**config.mk**
```make
export PLATFORM = sky130hd
export DESIGN_NAME = ifft_codec_packer_flat
export DESIGN_NICKNAME = d
export VERILOG_FILES = /design/src/rtl/dj_pkg.sv /design/src/rtl/ifft_codec_packer_if.sv /design/src/rtl/dj_sample_fifo.sv /design/src/rtl/ifft_codec_packer.sv /design/src/flat_wrapper.sv
export SDC_FILE = /design/constraint.sdc
export NUM_CORES = 1
export LEC_CHECK = 0
export CAP_MARGIN = 15
export CELL_PAD_IN_SITES_DETAIL_PLACEMENT = 0
export CELL_PAD_IN_SITES_GLOBAL_PLACEMENT = 2
export CORE_ASPECT_RATIO = 0.7
export CORE_MARGIN = 2
export CORE_UTILIZATION = 48
export DETAILED_ROUTE_END_ITERATION = 10
export HOLD_SLACK_MARGIN = 0.06
export PLACE_DENSITY = 0.89
export SLEW_MARGIN = 20
export SYNTH_ARGS = -nofsm -noshare
export SYNTH_HDL_FRONTEND = slang
export SYNTH_HIERARCHICAL = 1
export SYNTH_SLANG_ARGS = --single-unit
```
**constraint.sdc**
```tcl
create_clock -name clk -period 14.3 [get_ports clk]
set_input_delay 3.575 -clock clk [delete_from_list [all_inputs] [get_ports clk]]
set_output_delay 3.575 -clock clk [all_outputs]
set_load 0.005 [all_outputs]
```
**src/rtl/dj_pkg.sv**
```systemverilog
// Shared types and default widths for the DJ pipeline codec-side stages.
package dj_pkg;

    localparam int IFFT_OWIDTH_DEF = 26;
    localparam int OUT_WIDTH_DEF   = 16;
    localparam int LGWIDTH_DEF     = 9;

    typedef enum logic {
        WAIT_SYNC = 1'b0,
        RUN       = 1'b1
    } state_t;

    typedef logic signed [OUT_WIDTH_DEF-1:0] sample_t;

endpackage

```
**src/rtl/ifft_codec_packer_if.sv**
```systemverilog
// Sample stream from the packer to the codec FIFO sink.
interface ifft_codec_packer_if #(
    parameter int OUT_WIDTH = dj_pkg::OUT_WIDTH_DEF
) ();

    // A sample transfers on every clk edge where o_valid && i_ready; while
    // o_valid && !i_ready the master holds o_stream and o_valid stable.
    logic signed [OUT_WIDTH-1:0] o_stream;
    logic                        o_valid;
    logic                        i_ready;

    modport master (
        output o_stream,
        output o_valid,
        input  i_ready
    );

    modport slave (
        input  o_stream,
        input  o_valid,
        output i_ready
    );

endinterface

```
**src/rtl/dj_sample_fifo.sv**
```systemverilog
// Synchronous show-ahead FIFO; head shows the oldest entry, or the last
// popped value while empty.
module dj_sample_fifo #(
    parameter int WIDTH   = 16,
    parameter int LGDEPTH = 4
) (
    input  logic               clk,
    input  logic               reset,
    input  logic               push,
    input  logic [WIDTH-1:0]   push_data,
    input  logic               pop,
    output logic [WIDTH-1:0]   head,
    output logic               full,
    output logic               empty,
    output logic [LGDEPTH:0]   level
);

    localparam int DEPTH = 1 << LGDEPTH;

    logic [WIDTH-1:0] mem [DEPTH];
    logic [LGDEPTH:0] wptr;
    logic [LGDEPTH:0] rptr;
    logic [WIDTH-1:0] hold;
    logic             do_push;
    logic             do_pop;

    assign level = wptr - rptr;
    assign full  = (level == (LGDEPTH+1)'(DEPTH));
    assign empty = (level == '0);

    // A pop on a full FIFO frees the slot the concurrent push lands in.
    assign do_pop  = pop && !empty;
    assign do_push = push && (!full || do_pop);

    assign head = empty ? hold : mem[rptr[LGDEPTH-1:0]];

    always_ff @(posedge clk or negedge reset) begin
        if (!reset) begin
            wptr <= '0;
            rptr <= '0;
            hold <= '0;
        end else begin
            if (do_push) begin
                wptr <= wptr + 1'b1;
            end
            if (do_pop) begin
                rptr <= rptr + 1'b1;
                hold <= mem[rptr[LGDEPTH-1:0]];
            end
        end
    end

    always_ff @(posedge clk) begin
        if (do_push) begin
            mem[wptr[LGDEPTH-1:0]] <= push_data;
        end
    end

endmodule

```
**src/rtl/ifft_codec_packer.sv**
```systemverilog
// IFFT output to codec packer: real-part extraction, round-half-up and
// saturation to codec width, frame tagging from sync, and output buffering.
module ifft_codec_packer
    import dj_pkg::*;
#(
    parameter int IFFT_OWIDTH = IFFT_OWIDTH_DEF,
    parameter int OUT_WIDTH   = OUT_WIDTH_DEF,
    parameter int SHIFT       = 10,
    parameter int LGWIDTH     = LGWIDTH_DEF,
    parameter int LGDEPTH     = 4
) (
    input  logic                     clk,
    input  logic                     reset,
    input  logic                     i_ce,
    input  logic [2*IFFT_OWIDTH-1:0] i_result,
    input  logic                     i_sync,
    ifft_codec_packer_if.master      codec,
    input  logic                     i_clear,
    output logic                     o_frame_done,
    output logic                     o_clipped,
    output logic                     o_overflow,
    output logic                     o_sync_err,
    output logic [LGDEPTH:0]         o_level,
    output state_t                   o_state
);

    localparam logic signed [IFFT_OWIDTH:0] RND   = (IFFT_OWIDTH+1)'(1) << (SHIFT-1);
    localparam logic signed [IFFT_OWIDTH:0] Q_MAX = (IFFT_OWIDTH+1)'((1 << (OUT_WIDTH-1)) - 1);
    localparam logic signed [IFFT_OWIDTH:0] Q_MIN = ~Q_MAX;

    state_t               state;
    state_t               next_state;
    logic [LGWIDTH-1:0]   next_idx;
    logic [LGWIDTH-1:0]   samp_idx;
    logic                 accept;
    logic                 sync_err_set;

    logic signed [IFFT_OWIDTH-1:0] re;
    logic signed [IFFT_OWIDTH:0]   re_ext;
    logic                          unused_im;

    logic                          s1_valid;
    logic                          s1_last;
    logic signed [IFFT_OWIDTH:0]   s1_sum;
    logic signed [IFFT_OWIDTH:0]   q;
    logic                          sat_hi;
    logic                          sat_lo;
    logic                          clip_set;

    logic                          s2_valid;
    logic                          s2_last;
    logic signed [OUT_WIDTH-1:0]   s2_data;

    logic                          fifo_full;
    logic                          fifo_empty;
    logic                          fifo_pop;
    logic [OUT_WIDTH-1:0]          fifo_head;
    logic                          ovf_set;

    assign re        = i_result[2*IFFT_OWIDTH-1:IFFT_OWIDTH];
    assign re_ext    = {re[IFFT_OWIDTH-1], re};
    assign unused_im = ^i_result[IFFT_OWIDTH-1:0];

    always_ff @(posedge clk or negedge reset) begin
        if (!reset) begin
            state <= WAIT_SYNC;
        end else begin
            state <= next_state;
        end
    end

    always_comb begin
        next_state = state;
        if ((state == WAIT_SYNC) && i_ce && i_sync) begin
            next_state = RUN;
        end
    end

    // A sync in RUN always restarts the frame; it is an error unless the
    // frame had just completed.
    always_comb begin
        accept       = 1'b0;
        samp_idx     = next_idx;
        sync_err_set = 1'b0;
        case (state)
            WAIT_SYNC: begin
                accept   = i_ce && i_sync;
                samp_idx = '0;
            end
            RUN: begin
                accept = i_ce;
                if (i_sync) begin
                    samp_idx     = '0;
                    sync_err_set = i_ce && (next_idx != '0);
                end
            end
            default: begin
                accept = 1'b0;
            end
        endcase
    end

    assign o_state = state;

    always_ff @(posedge clk or negedge reset) begin
        if (!reset) begin
            next_idx <= '0;
        end else if (accept) begin
            next_idx <= samp_idx + 1'b1;
        end
    end

    always_ff @(posedge clk or negedge reset) begin
        if (!reset) begin
            s1_valid <= 1'b0;
            s1_last  <= 1'b0;
            s1_sum   <= '0;
        end else begin
            s1_valid <= accept;
            s1_last  <= &samp_idx;
            s1_sum   <= re_ext + RND;
        end
    end

    assign q        = s1_sum >>> SHIFT;
    assign sat_hi   = (q > Q_MAX);
    assign sat_lo   = (q < Q_MIN);
    assign clip_set = s1_valid && (sat_hi || sat_lo);

    always_ff @(posedge clk or negedge reset) begin
        if (!reset) begin
            s2_valid <= 1'b0;
            s2_last  <= 1'b0;
            s2_data  <= '0;
        end else begin
            s2_valid <= s1_valid;
            s2_last  <= s1_last;
            if (sat_hi) begin
                s2_data <= {1'b0, {(OUT_WIDTH-1){1'b1}}};
            end else if (sat_lo) begin
                s2_data <= {1'b1, {(OUT_WIDTH-1){1'b0}}};
            end else begin
                s2_data <= q[OUT_WIDTH-1:0];
            end
        end
    end

    assign o_frame_done = s2_valid && s2_last;

    assign fifo_pop = codec.o_valid && codec.i_ready;
    assign ovf_set  = s2_valid && fifo_full && !fifo_pop;

    dj_sample_fifo #(
        .WIDTH   (OUT_WIDTH),
        .LGDEPTH (LGDEPTH)
    ) u_fifo (
        .clk       (clk),
        .reset     (reset),
        .push      (s2_valid),
        .push_data (s2_data),
        .pop       (fifo_pop),
        .head      (fifo_head),
        .full      (fifo_full),
        .empty     (fifo_empty),
        .level     (o_level)
    );

    assign codec.o_valid  = !fifo_empty;
    assign codec.o_stream = fifo_head;

    // Sticky flags: a set in the same cycle as a clear wins.
    always_ff @(posedge clk or negedge reset) begin
        if (!reset) begin
            o_clipped  <= 1'b0;
            o_overflow <= 1'b0;
            o_sync_err <= 1'b0;
        end else begin
            o_clipped  <= clip_set     | (o_clipped  & ~i_clear);
            o_overflow <= ovf_set      | (o_overflow & ~i_clear);
            o_sync_err <= sync_err_set | (o_sync_err & ~i_clear);
        end
    end

endmodule

```
**src/flat_wrapper.sv**
```systemverilog
// flat-port wrapper written by rule: the top's interface ports become plain ports
module ifft_codec_packer_flat import dj_pkg::*;
#(
    parameter int IFFT_OWIDTH = IFFT_OWIDTH_DEF,
    parameter int OUT_WIDTH   = OUT_WIDTH_DEF,
    parameter int SHIFT       = 10,
    parameter int LGWIDTH     = LGWIDTH_DEF,
    parameter int LGDEPTH     = 4
)
  (clk, reset, i_ce, i_result, i_sync, i_clear, o_frame_done, o_clipped, o_overflow, o_sync_err, o_level, o_state, codec_o_stream, codec_o_valid, codec_i_ready);
  ifft_codec_packer_if #(.OUT_WIDTH(OUT_WIDTH)) codec_i ();
  input  logic clk;
  input  logic reset;
  input  logic i_ce;
  input  logic [2*IFFT_OWIDTH-1:0] i_result;
  input  logic i_sync;
  input  logic i_clear;
  output logic o_frame_done;
  output logic o_clipped;
  output logic o_overflow;
  output logic o_sync_err;
  output logic [LGDEPTH:0] o_level;
  output state_t o_state;
  output wire logic [$bits(codec_i.o_stream)-1:0] codec_o_stream;
  output wire logic [$bits(codec_i.o_valid)-1:0] codec_o_valid;
  input wire logic [$bits(codec_i.i_ready)-1:0] codec_i_ready;
  assign codec_o_stream = codec_i.o_stream;
  assign codec_o_valid = codec_i.o_valid;
  assign codec_i.i_ready = codec_i_ready;
  ifft_codec_packer #(.IFFT_OWIDTH(IFFT_OWIDTH), .OUT_WIDTH(OUT_WIDTH), .SHIFT(SHIFT), .LGWIDTH(LGWIDTH), .LGDEPTH(LGDEPTH)) u_core (.clk(clk), .reset(reset), .i_ce(i_ce), .i_result(i_result), .i_sync(i_sync), .codec(codec_i), .i_clear(i_clear), .o_frame_done(o_frame_done), .o_clipped(o_clipped), .o_overflow(o_overflow), .o_sync_err(o_sync_err), .o_level(o_level), .o_state(o_state));
endmodule
```
==> summary.txt, run 1 <==
Outcome
  – Outcome: finished clean

Layout
  – Fillers: 2003
  – Most frequent cells in the layout: edfxtp_1 (256), dfrtp_1 (74), mux4_2 (64)
  – Final nets: 870
  – Fraction of layout cells with a size suffix above 1: 0.212
  – Most common cell after layout, fill and taps aside: edfxtp_1
  – Antenna Cells: 0
  – Area growth syn-to-layout: 15.1%

Power
  – Leak Pwr: 0.00524 uW
  – Comb power frac: 0.318
  – PD cells: 204 nW/um^2
  – Flop pwr share: 0.422
  – P_int: 2180 uW
  – Design Power: 3120 uW
  – Switching fraction of total power: 0.301
  – Maximum vdd drop: 0.0977 mV
  – Clk pwr share: 0.260
  – P_sw: 938 uW

CTS
  – Post-CTS Setup Inserts: 0
  – Clock root cell: clkbuf_16
  – TritonCTS Buffers: 30
  – CTS tree: done
  – Htree depth: 1
  – Clock-pin slew on the worst setup and hold paths: 0.07 ns
  – Number of hold buffers added after CTS: 0
  – Clk_lat worst skew: 0.56 ns
  – Post-cts gate resize count: 0
  – Clk buf depth: 3
  – Sink Count: 332

Placement
  – Worst slack, placed: 6.97 ns
  – RePlAce Congestion: 0.777
  – Hpwl dp: 15900 um
  – I/O Buffers: 49

Setup path
  – WP data arrival: 4.31 ns
  – Crit path cell chain: inv_1, fa_1, xor2_2, and4b_4, o22ai_4, mux2_2, clkdlybuf4s50_1
  – Critical path class: reg2out
  – CP max FO: 68
  – Largest stage delay, worst path: 1.08 ns
  – CP endpoint kind: output port
  – Required @ worst endpoint: 10.72 ns
  – Startpoint Class: flop
  – Cell with the largest stage delay on the worst path: dfrtp_4

Floorplan
  – # IOs: 85
  – Core Area: 27000 um^2
  – Initial Util: 0.493
  – Row count: 50
  – Die Y: 143 um
  – Die area: 29100 um^2
  – Die X: 203 um

Drt
  – Wire per inst: 22.1 um
  – Via count: 6740
  – WL final: 26200 um
  – Drt first pass iters: 5
  – Iter 0 DRT Violations: 565
  – Final antenna-violating net count: 0
  – Vias per cell: 5.68
  – DRC Markers: 0

Yosys
  – Syn Area/Cell: 18.0 um^2
  – Sequential fraction of the synthesis area: 0.721
  – Netlist cell types: 50
  – Predominant post-synthesis flop cell: edfxtp_1
  – Post-Syn Area: 13300 um^2
  – EDFF count, synth: 256
  – Cells after synthesis: 740
  – Synth async-reset ratio: 0.229
  – Synth area leaders: edfxtp_1 (58%), dfrtp_1 (14%), mux4_2 (11%)
  – Area leader, netlist: edfxtp_1
  – Post-synth top area share: 0.578
  – Syn_nets: 811
  – Post-synthesis register bit count: 332
  – Yosys warning total: 6

Hold path
  – Worst Hold Class: reg2reg

Global route
  – Vias in the first global route: 6824
  – Initial antenna violation count: 0
  – First-pass GRT wire length: 40600 um
  – Largest net degree at the start of global routing: 69
  – Overflow after GRT: 0
  – Total track usage: 0.188

STA
  – Final Skew: 0.0195 ns
  – Fin crit share: 0.551
  – RSZ-0062 raised after global routing: false
  – Setup violators final: 0
  – Setup ws final: 6.42 ns
  – Hold Violations, Final: 0
  – Worst Tran Pin Value: 1.14 ns
  – Pins Over Slew Limit: 0
  – Tmin final: 7.88 ns
  – Worst relative slew slack: 0.237
  – Max Fclk: 0.127 GHz
  – Total Neg Setup Slack: 0 ns

Job
  – Max_cap viols: 0
==> cell families after synthesis <==
group / share of synthesized area
buf+inv: 0.0158
flops: 0.721
simple gates: 0.0577
xor+xnor: 0.0203
mux: 0.138
fa+ha+maj: 0.0128
compound gates: 0.0348
==> worst paths after layout <==
path	startpoint	end	slack (ns)	depth (start not counted)
worst max-delay path	u_core/u_fifo/rptr[1]$_DFFE_PN0P_	codec_o_stream[12]	6.42	7
worst min-delay path	u_core/s1_last$_DFF_PN0_	u_core/s2_last$_DFF_PN0_	0.36	0
worst max register to register	u_core/u_fifo/rptr[1]$_DFFE_PN0P_	u_core/u_fifo/mem[1][1]$_DFFE_PP_	8.65	11
worst min register to register	u_core/s1_last$_DFF_PN0_	u_core/s2_last$_DFF_PN0_	0.36	0
max in group asynchronous	reset	u_core/u_fifo/rptr[1]$_DFFE_PN0P_	10.34	2
min in group asynchronous	reset	u_core/u_fifo/rptr[0]$_DFFE_PN0P_	2.88	1
==> flip-flops by register name, summed over array words and instances, names as in the netlist, 5 cells and up <==
| register | count |
|---|---|
| u_core/u_fifo/mem | 256 |
| u_core/s1_sum | 17 |
| u_core/s2_data | 16 |
| u_core/u_fifo/hold | 16 |
| u_core/next_idx | 9 |
| u_core/u_fifo/rptr | 5 |
| u_core/u_fifo/wptr | 5 |
==> per-layer routing <==
| metal | share of wire | wire length (um) | GRT usage | vias to the layer above |
|---|---|---|---|---|
| li1 | - | - | - | 3015 |
| met1 | 0.44 | 11600 | 0.268 | 3466 |
| met2 | 0.47 | 12400 | 0.305 | 223 |
| met3 | 0.069 | 1810 | 0.0390 | 36 |
| met4 | 0.015 | 402 | 0.0373 | 0 |
| met5 | 0 | 0 | 0 | - |
==> critical path, delay by kind of cell, from the launching register on <==
| family | cells | cell delay, ns |
|---|---|---|
| compound gates | 1 | 0.57 |
| xor+xnor | 1 | 0.22 |
| fa+ha+maj | 1 | 0.52 |
| buf+inv | 2 | 0.68 |
| flops | 1 | 1.08 |
| mux | 1 | 0.42 |
| simple gates | 1 | 0.25 |
==> synthesized netlist by cell type (3+ instances only) <==
master,number
a21oi_1,4
a22oi_1,32
and2_1,5
and3_1,3
buf_2,6
buf_4,3
clkbuf_1,15
dfrtp_1,76
edfxtp_1,256
ha_1,12
inv_1,19
mux2_1,8
mux2_2,26
mux4_2,64
nand2_1,55
nand2b_1,3
nand3_1,16
nand4_1,7
nor2_1,39
nor3_1,8
o21ai_0,18
xnor2_1,18
xor2_1,11
==> power by group through the flow <==
stage / sequential (uW) / clock (uW) / combinational (uW)
3_5_place_dp: 1340 / 0 / 984
4_1_cts: 1320 / 827 / 991
3_3_place_gp: 1320 / 0 / 952
5_1_grt: 1330 / 867 / 1070
6_report: 1320 / 810 / 992
2_1_floorplan: 1240 / 0 / 674
==> layout make-up <==
cell class / count / area (um^2) / share of cell area
Sequential cell: 332 / 9600 / 0.627
Inverter: 19 / 71.3 / 0.00466
Multi-Input combinational cell: 361 / 3610 / 0.236
Tap cell: 364 / 455 / 0.0297
Clock buffer: 43 / 873 / 0.0570
Timing Repair Buffer: 55 / 556 / 0.0363
Clock inverter: 12 / 149 / 0.00972
==> through the flow <==
step,utilization,cell area (um^2),std cells,hold slack (ns)
global route,0.568,15300,1186,0.367
detailed placement,0.528,14200,1128,0.347
global placement,0.527,14200,1128,0.335
finish,0.568,15300,1186,0.364
floorplan,-,13300,740,0.331
CTS,0.566,15300,1183,0.366
(Power assumes the default switching activity.)
==> inputs of run 2 (changes only) <==
--- a/config.mk
+++ b/config.mk
@@ -10,10 +10,10 @@
 export CELL_PAD_IN_SITES_GLOBAL_PLACEMENT = 2
 export CORE_ASPECT_RATIO = 0.7
 export CORE_MARGIN = 2
-export CORE_UTILIZATION = 48
+export CORE_UTILIZATION = 45
 export DETAILED_ROUTE_END_ITERATION = 10
 export HOLD_SLACK_MARGIN = 0.06
-export PLACE_DENSITY = 0.89
+export PLACE_DENSITY = 0.84
 export SLEW_MARGIN = 20
 export SYNTH_ARGS = -nofsm -noshare
 export SYNTH_HDL_FRONTEND = slang
==> constraint.sdc (replaced) <==
create_clock -name clk -period 7.5 [get_ports clk]
set_input_delay 1.875 -clock clk [delete_from_list [all_inputs] [get_ports clk]]
set_output_delay 1.875 -clock clk [all_outputs]
set_load 0.005 [all_outputs]
==> run 2 against run 1 <==
Compared with the run above:
- routed wire length barely moved
- final area rose by 0.12%
- final cell count rose by 1.3%
- worst hold slack got worse by 0.012 ns
- via count fell by 1.2%
- sequential power rose by 85%
- clock power rose by 91%
- combinational power rose by 97%
- critical endpoint is now codec_o_stream[13]
==> summary.txt, run 2 (synthesis results as in run 1) <==
CTS
  – Clock-pin slew on the worst setup and hold paths: 0.07 ns (about the same)
  – Post-CTS Setup Inserts: 0 (unchanged)
  – Clock root cell: clkbuf_16
  – Clk_lat worst skew: 0.55 ns (about the same)
  – Number of hold buffers added after CTS: 0 (unchanged)
  – Sink Count: 332 (unchanged)
  – Htree depth: 1 (unchanged)
  – CTS tree: done
  – Post-cts gate resize count: 0 (unchanged)
  – TritonCTS Buffers: 30 (unchanged)
  – Clk buf depth: 3 (unchanged)

Drt
  – Vias per cell: 5.55 (-2.4%)
  – Wire per inst: 21.9 um (-1.2%)
  – Drt first pass iters: 5 (unchanged)
  – DRC Markers: 0 (unchanged)
  – WL final: 26200 um (about the same)
  – Iter 0 DRT Violations: 686 (+21%)
  – Via count: 6661 (-1.2%)
  – Final antenna-violating net count: 0 (unchanged)

Power
  – Clk pwr share: 0.261 (about the same)
  – Flop pwr share: 0.410 (-0.012)
  – Comb power frac: 0.329 (+0.011)
  – Switching fraction of total power: 0.301 (+0.000718)
  – Maximum vdd drop: 0.174 mV (+78%)
  – P_sw: 1790 uW (+91%)
  – Leak Pwr: 0.00526 uW (+0.22%)
  – PD cells: 388 nW/um^2 (+91%)
  – P_int: 4150 uW (+91%)

Layout
  – FF+latch area: 9590 um^2 (about the same)
  – Most common cell after layout, fill and taps aside: edfxtp_1
  – Area growth syn-to-layout: 15.2%
  – Fraction of layout cells with a size suffix above 1: 0.219 (+0.00703)
  – Final core occ: 0.528 (-0.0396)
  – Fillers: 2233 (+11%)
  – Post-route cell area: 15300 um^2 (+0.12%)
  – Number of flip-flops under the largest register name: 256 (unchanged)
  – Area of the multi-input gates: 3620 um^2 (+0.21%)
  – Final nets: 870 (unchanged)
  – Antenna Cells: 0 (unchanged)
  – Most frequent cells in the layout: edfxtp_1 (256), dfrtp_1 (74), mux4_2 (64)

Global route
  – Initial antenna violation count: 0 (unchanged)
  – First-pass GRT wire length: 40600 um (about the same)
  – Vias in the first global route: 6745 (-1.2%)
  – Total track usage: 0.175 (-0.0130)
  – Largest net degree at the start of global routing: 77 (+12%)
  – Overflow after GRT: 0 (unchanged)

STA
  – RSZ-0062 raised after global routing: false
  – Pins Over Slew Limit: 0 (unchanged)
  – Worst relative slew slack: 0.226 (-0.0112)
  – Max Fclk: 0.164 GHz
  – Tmin final: 6.10 ns
  – Setup violators final: 0 (unchanged)
  – Hold Violations, Final: 0 (unchanged)
  – Worst Tran Pin Value: 1.16 ns (+0.0167 ns)
  – Final Skew: 0.00888 ns (-0.0107 ns)
  – Total Neg Setup Slack: 0 ns (unchanged)
  – Fin crit share: 0.813

Setup path
  – CP endpoint kind: output port
  – Startpoint Class: flop
  – Critical path class: reg2out
  – CP max FO: 31 (-54%)
  – WP data arrival: 4.22 ns (-0.09 ns)
  – Required @ worst endpoint: 5.62 ns (-5.10 ns)

Placement
  – Hpwl dp: 15700 um (-1.1%)
  – I/O Buffers: 49 (unchanged)
  – RePlAce Congestion: 0.761 (-2.0%)
  – Area post-placement: 14200 um^2 (about the same)

Floorplan
  – Core Area: 29000 um^2 (+7.6%)
  – Die Y: 148 um (+3.2%)
  – Row count: 52 (+4.0%)
  – Die X: 210 um (+3.2%)
  – Initial Util: 0.459 (-0.0349)
  – # IOs: 85 (unchanged)
  – Die area: 31000 um^2 (+6.5%)

Hold path
  – Worst Hold Class: reg2reg

Job
  – Max_cap viols: 0 (unchanged)

Outcome
  – Outcome: finished clean
[run 2: worst max-delay path, cell delays in order, from the launching register on]
cell and delay [ns]:
dfrtp_4 0.84, ha_1 0.27, inv_1 0.06, fa_1 0.43, xor2_2 0.26, and4b_4 0.26, o22ai_4 0.65, mux2_2 0.43
clkdlybuf4s50_1 0.48
[run 2: metal layers]
layer / GRT usage / up-vias / share of wire
li1: - / 2997 / -
met1: 0.249 / 3454 / 0.44
met2: 0.288 / 182 / 0.48
met3: 0.0310 / 28 / 0.060
met4: 0.0333 / 0 / 0.017
met5: 0 / - / 0
[run 2: power by group through the flow]
stage | combinational, uW | clock [uW] | sequential, uW
after floorplan | 1280 | 0 | 2360
after global placement | 1890 | 0 | 2460
after detailed placement | 1940 | 0 | 2480
after CTS | 1950 | 1580 | 2450
after global routing | 2100 | 1660 | 2470
final | 1950 | 1550 | 2440
[run 2: final timing paths]
| path | startpoint | to | slack [ns] | cells past startpoint |
|---|---|---|---|---|
| setup / recovery | u_core/u_fifo/rptr[0]$_DFFE_PN0P_ | codec_o_stream[13] | 1.40 | 8 |
| hold / removal | u_core/s1_last$_DFF_PN0_ | u_core/s2_last$_DFF_PN0_ | 0.35 | 0 |
| setup reg to reg | u_core/u_fifo/rptr[0]$_DFFE_PN0P_ | u_core/u_fifo/mem[0][2]$_DFFE_PP_ | 2.32 | 13 |
| hold reg to reg | u_core/s1_last$_DFF_PN0_ | u_core/s2_last$_DFF_PN0_ | 0.35 | 0 |
| max in group asynchronous | reset | u_core/u_fifo/rptr[0]$_DFFE_PN0P_ | 5.60 | 1 |
| min in group asynchronous | reset | u_core/u_fifo/hold[4]$_DFFE_PN0P_ | 1.34 | 1 |
[run 2: cell type report]
type / instances / area share
sequential: 332 / 0.626
clock buffer: 37 / 0.0560
multi-input combinational: 361 / 0.236
timing repair buffer: 55 / 0.0355
tap: 378 / 0.0308
clock inverter: 19 / 0.0112
inverter: 19 / 0.00465
[run 2: metrics by stage]
stage                     worst slack (ns)  hold slack (ns)  power, uW  cells
after global routing                  1.15            0.369       6230   1201
after global placement                2.01            0.336       4350   1144
after floorplan                       2.78            0.331       3650    740
after CTS                             1.28            0.354       5980   1200
after detailed placement              1.87            0.336       4430   1144
final                                 1.40            0.353       5950   1201
==> inputs of run 3 (changes only) <==
--- a/config.mk
+++ b/config.mk
@@ -10,10 +10,10 @@
 export CELL_PAD_IN_SITES_GLOBAL_PLACEMENT = 2
 export CORE_ASPECT_RATIO = 0.7
 export CORE_MARGIN = 2
-export CORE_UTILIZATION = 45
+export CORE_UTILIZATION = 40
 export DETAILED_ROUTE_END_ITERATION = 10
 export HOLD_SLACK_MARGIN = 0.06
-export PLACE_DENSITY = 0.84
+export PLACE_DENSITY = 0.8
 export SLEW_MARGIN = 20
 export SYNTH_ARGS = -nofsm -noshare
 export SYNTH_HDL_FRONTEND = slang
==> constraint.sdc (replaced) <==
create_clock -name clk -period 4.9 [get_ports clk]
set_input_delay 1.225 -clock clk [delete_from_list [all_inputs] [get_ports clk]]
set_output_delay 1.225 -clock clk [all_outputs]
set_load 0.005 [all_outputs]
==> run 3 against run 2 <==
Compared with the run above:
- combinational power grew 59%
- first-iteration DRC count shrank 13%
- non-clock buffer count grew 19
- global-route usage shrank 1.7 points
- sequential share of layout area shrank 0.57 points
- setup slack lost 1.2 ns
- critical path type unchanged
- routed wire length grew 2.3%
- sequential power grew 49%
- clock power grew 56%
- utilization shrank 5.3 points
==> summary.txt, run 3 (synthesis results as in run 1) <==
Floorplan
  – Row count: 55 (+5.8%)
  – Die area: 34800 um^2 (+12%)
  – Die X: 222 um (+6.0%)
  – Initial Util: 0.409 (-0.0498)
  – Die Y: 157 um (+5.9%)
  – Core Area: 32600 um^2 (+12%)
  – # IOs: 85 (unchanged)

CTS
  – Htree depth: 1 (unchanged)
  – Clk_lat worst skew: 0.57 ns (+0.02 ns)
  – Clock-pin slew on the worst setup and hold paths: 0.07 ns (about the same)
  – Post-CTS Setup Inserts: 0 (unchanged)
  – Clock root cell: clkbuf_16
  – CTS tree: done
  – Post-cts gate resize count: 0 (unchanged)
  – TritonCTS Buffers: 30 (unchanged)
  – Number of hold buffers added after CTS: 0 (unchanged)
  – Sink Count: 332 (unchanged)
  – Clk buf depth: 3 (unchanged)

Drt
  – Iter 0 DRT Violations: 595 (-13%)
  – Vias per cell: 5.24 (-5.5%)
  – Via count: 6645 (-0.24%)
  – Wire per inst: 21.2 um (-3.1%)
  – Drt first pass iters: 4 (-1)
  – DRC Markers: 0 (unchanged)
  – Final antenna-violating net count: 0 (unchanged)
  – WL final: 26800 um (+2.3%)

Placement
  – I/O Buffers: 49 (unchanged)
  – Worst slack, placed: 0.662 ns (-1.21 ns)
  – RePlAce Congestion: 0.723 (-5.0%)
  – Hpwl dp: 15600 um (-0.30%)

Global route
  – Initial antenna violation count: 1 (+1)
  – Vias in the first global route: 6581 (-2.4%)
  – Total track usage: 0.158 (-0.0167)
  – Overflow after GRT: 0 (unchanged)
  – First-pass GRT wire length: 41100 um (+1.1%)
  – Largest net degree at the start of global routing: 68 (-12%)

Power
  – Maximum vdd drop: 0.258 mV (+48%)
  – Leak Pwr: 0.00535 uW (+1.9%)
  – Design Power: 9180 uW (+54%)
  – PD cells: 593 nW/um^2 (+53%)

Layout
  – Number of flip-flops under the largest register name: 256 (unchanged)
  – Final nets: 889 (+2.2%)
  – Fraction of layout cells with a size suffix above 1: 0.215 (-0.00349)
  – Most frequent cells in the layout: edfxtp_1 (256), dfrtp_1 (74), mux4_2 (64)
  – Antenna Cells: 0 (unchanged)
  – Fillers: 2733 (+22%)
  – Area of the multi-input gates: 3530 um^2 (-2.4%)
  – Area growth syn-to-layout: 16.3%
  – Most common cell after layout, fill and taps aside: edfxtp_1
  – FF+latch area: 9590 um^2 (unchanged)

Setup path
  – Critical path class: reg2out
  – CP endpoint kind: output port
  – CP max FO: 21 (-32%)
  – WP data arrival: 3.49 ns (-0.73 ns)
  – Required @ worst endpoint: 3.67 ns (-1.95 ns)
  – Reg2reg start: u_core/u_fifo/wptr[0]$_DFFE_PN0P_
  – Startpoint Class: flop
  – Critical path startpoint: u_core/u_fifo/wptr[0]$_DFFE_PN0P_

STA
  – Setup ws final: 0.186 ns (-1.22 ns)
  – Total Neg Setup Slack: 0 ns (unchanged)
  – Tmin final: 4.71 ns
  – Worst relative slew slack: 0.374 (+0.148)
  – Setup violators final: 0 (unchanged)
  – RSZ-0062 raised after global routing: false
  – Hold Violations, Final: 0 (unchanged)
  – Fin crit share: 0.962
  – Final Skew: 0.0152 ns (+0.00628 ns)
  – Worst Tran Pin Value: 0.938 ns (-0.220 ns)
  – Hold WS: 0.352 ns (-0.000407 ns)
  – Pins Over Slew Limit: 0 (unchanged)
  – Max Fclk: 0.212 GHz

Hold path
  – Hold wc startpoint: u_core/s1_last$_DFF_PN0_
  – Worst Hold Class: reg2reg

Job
  – Max_cap viols: 0 (unchanged)

Outcome
  – Outcome: finished clean
run 3: path summary, 6_finish.rpt:
path	cells past startpoint	endpoint	slack, ns
setup / recovery	10	codec_o_stream[1]	0.19
hold / removal	0	u_core/s2_last$_DFF_PN0_	0.35
setup reg to reg	15	u_core/u_fifo/mem[15][5]$_DFFE_PP_	0.93
hold reg to reg	0	u_core/s2_last$_DFF_PN0_	0.35
max in group asynchronous	2	u_core/s2_data[6]$_DFF_PN0_	3.33
min in group asynchronous	1	u_core/u_fifo/hold[1]$_DFFE_PN0P_	0.69
run 3: routing by layer:
metal	global-route usage	share of wire	vias to the layer above
met2	0.234	0.43	179
met5	0	0	-
met4	0.0293	0.015	0
li1	-	-	3046
met1	0.238	0.49	3388
met3	0.0400	0.071	32
run 3: worst max-delay path, cell delays in order (launching register included):
cell             delay, ns
dfrtp_1               0.44
inv_1                 0.18
ha_1                  0.19
inv_1                 0.05
fa_1                  0.42
xor2_2                0.26
and4b_4               0.27
o22ai_4               0.12
buf_12                0.19
mux2_2                0.35
clkdlybuf4s50_1       0.46
run 3: layout make-up:
cell class,instances,area share
multi-input cells,361,0.228
well taps,427,0.0345
clock buffers,43,0.0556
repair buffers,74,0.0461
flip-flops and latches,332,0.620
clock inverters,12,0.0107
inverters,19,0.00461
run 3: through the flow:
stage | area (um^2) | utilization | cells
floorplan | 13300 | - | 740
global placement | 14400 | 0.443 | 1213
detailed placement | 14400 | 0.443 | 1213
CTS | 15500 | 0.475 | 1268
global route | 15500 | 0.475 | 1268
finish | 15500 | 0.475 | 1268
run 3: where the power goes:
part	switching, uW	leakage (uW)	total (uW)	internal (uW)
combinational	1530	0.00164	3110	1580
sequential	205	0.00322	3640	3440
clock	995	0.000502	2420	1430
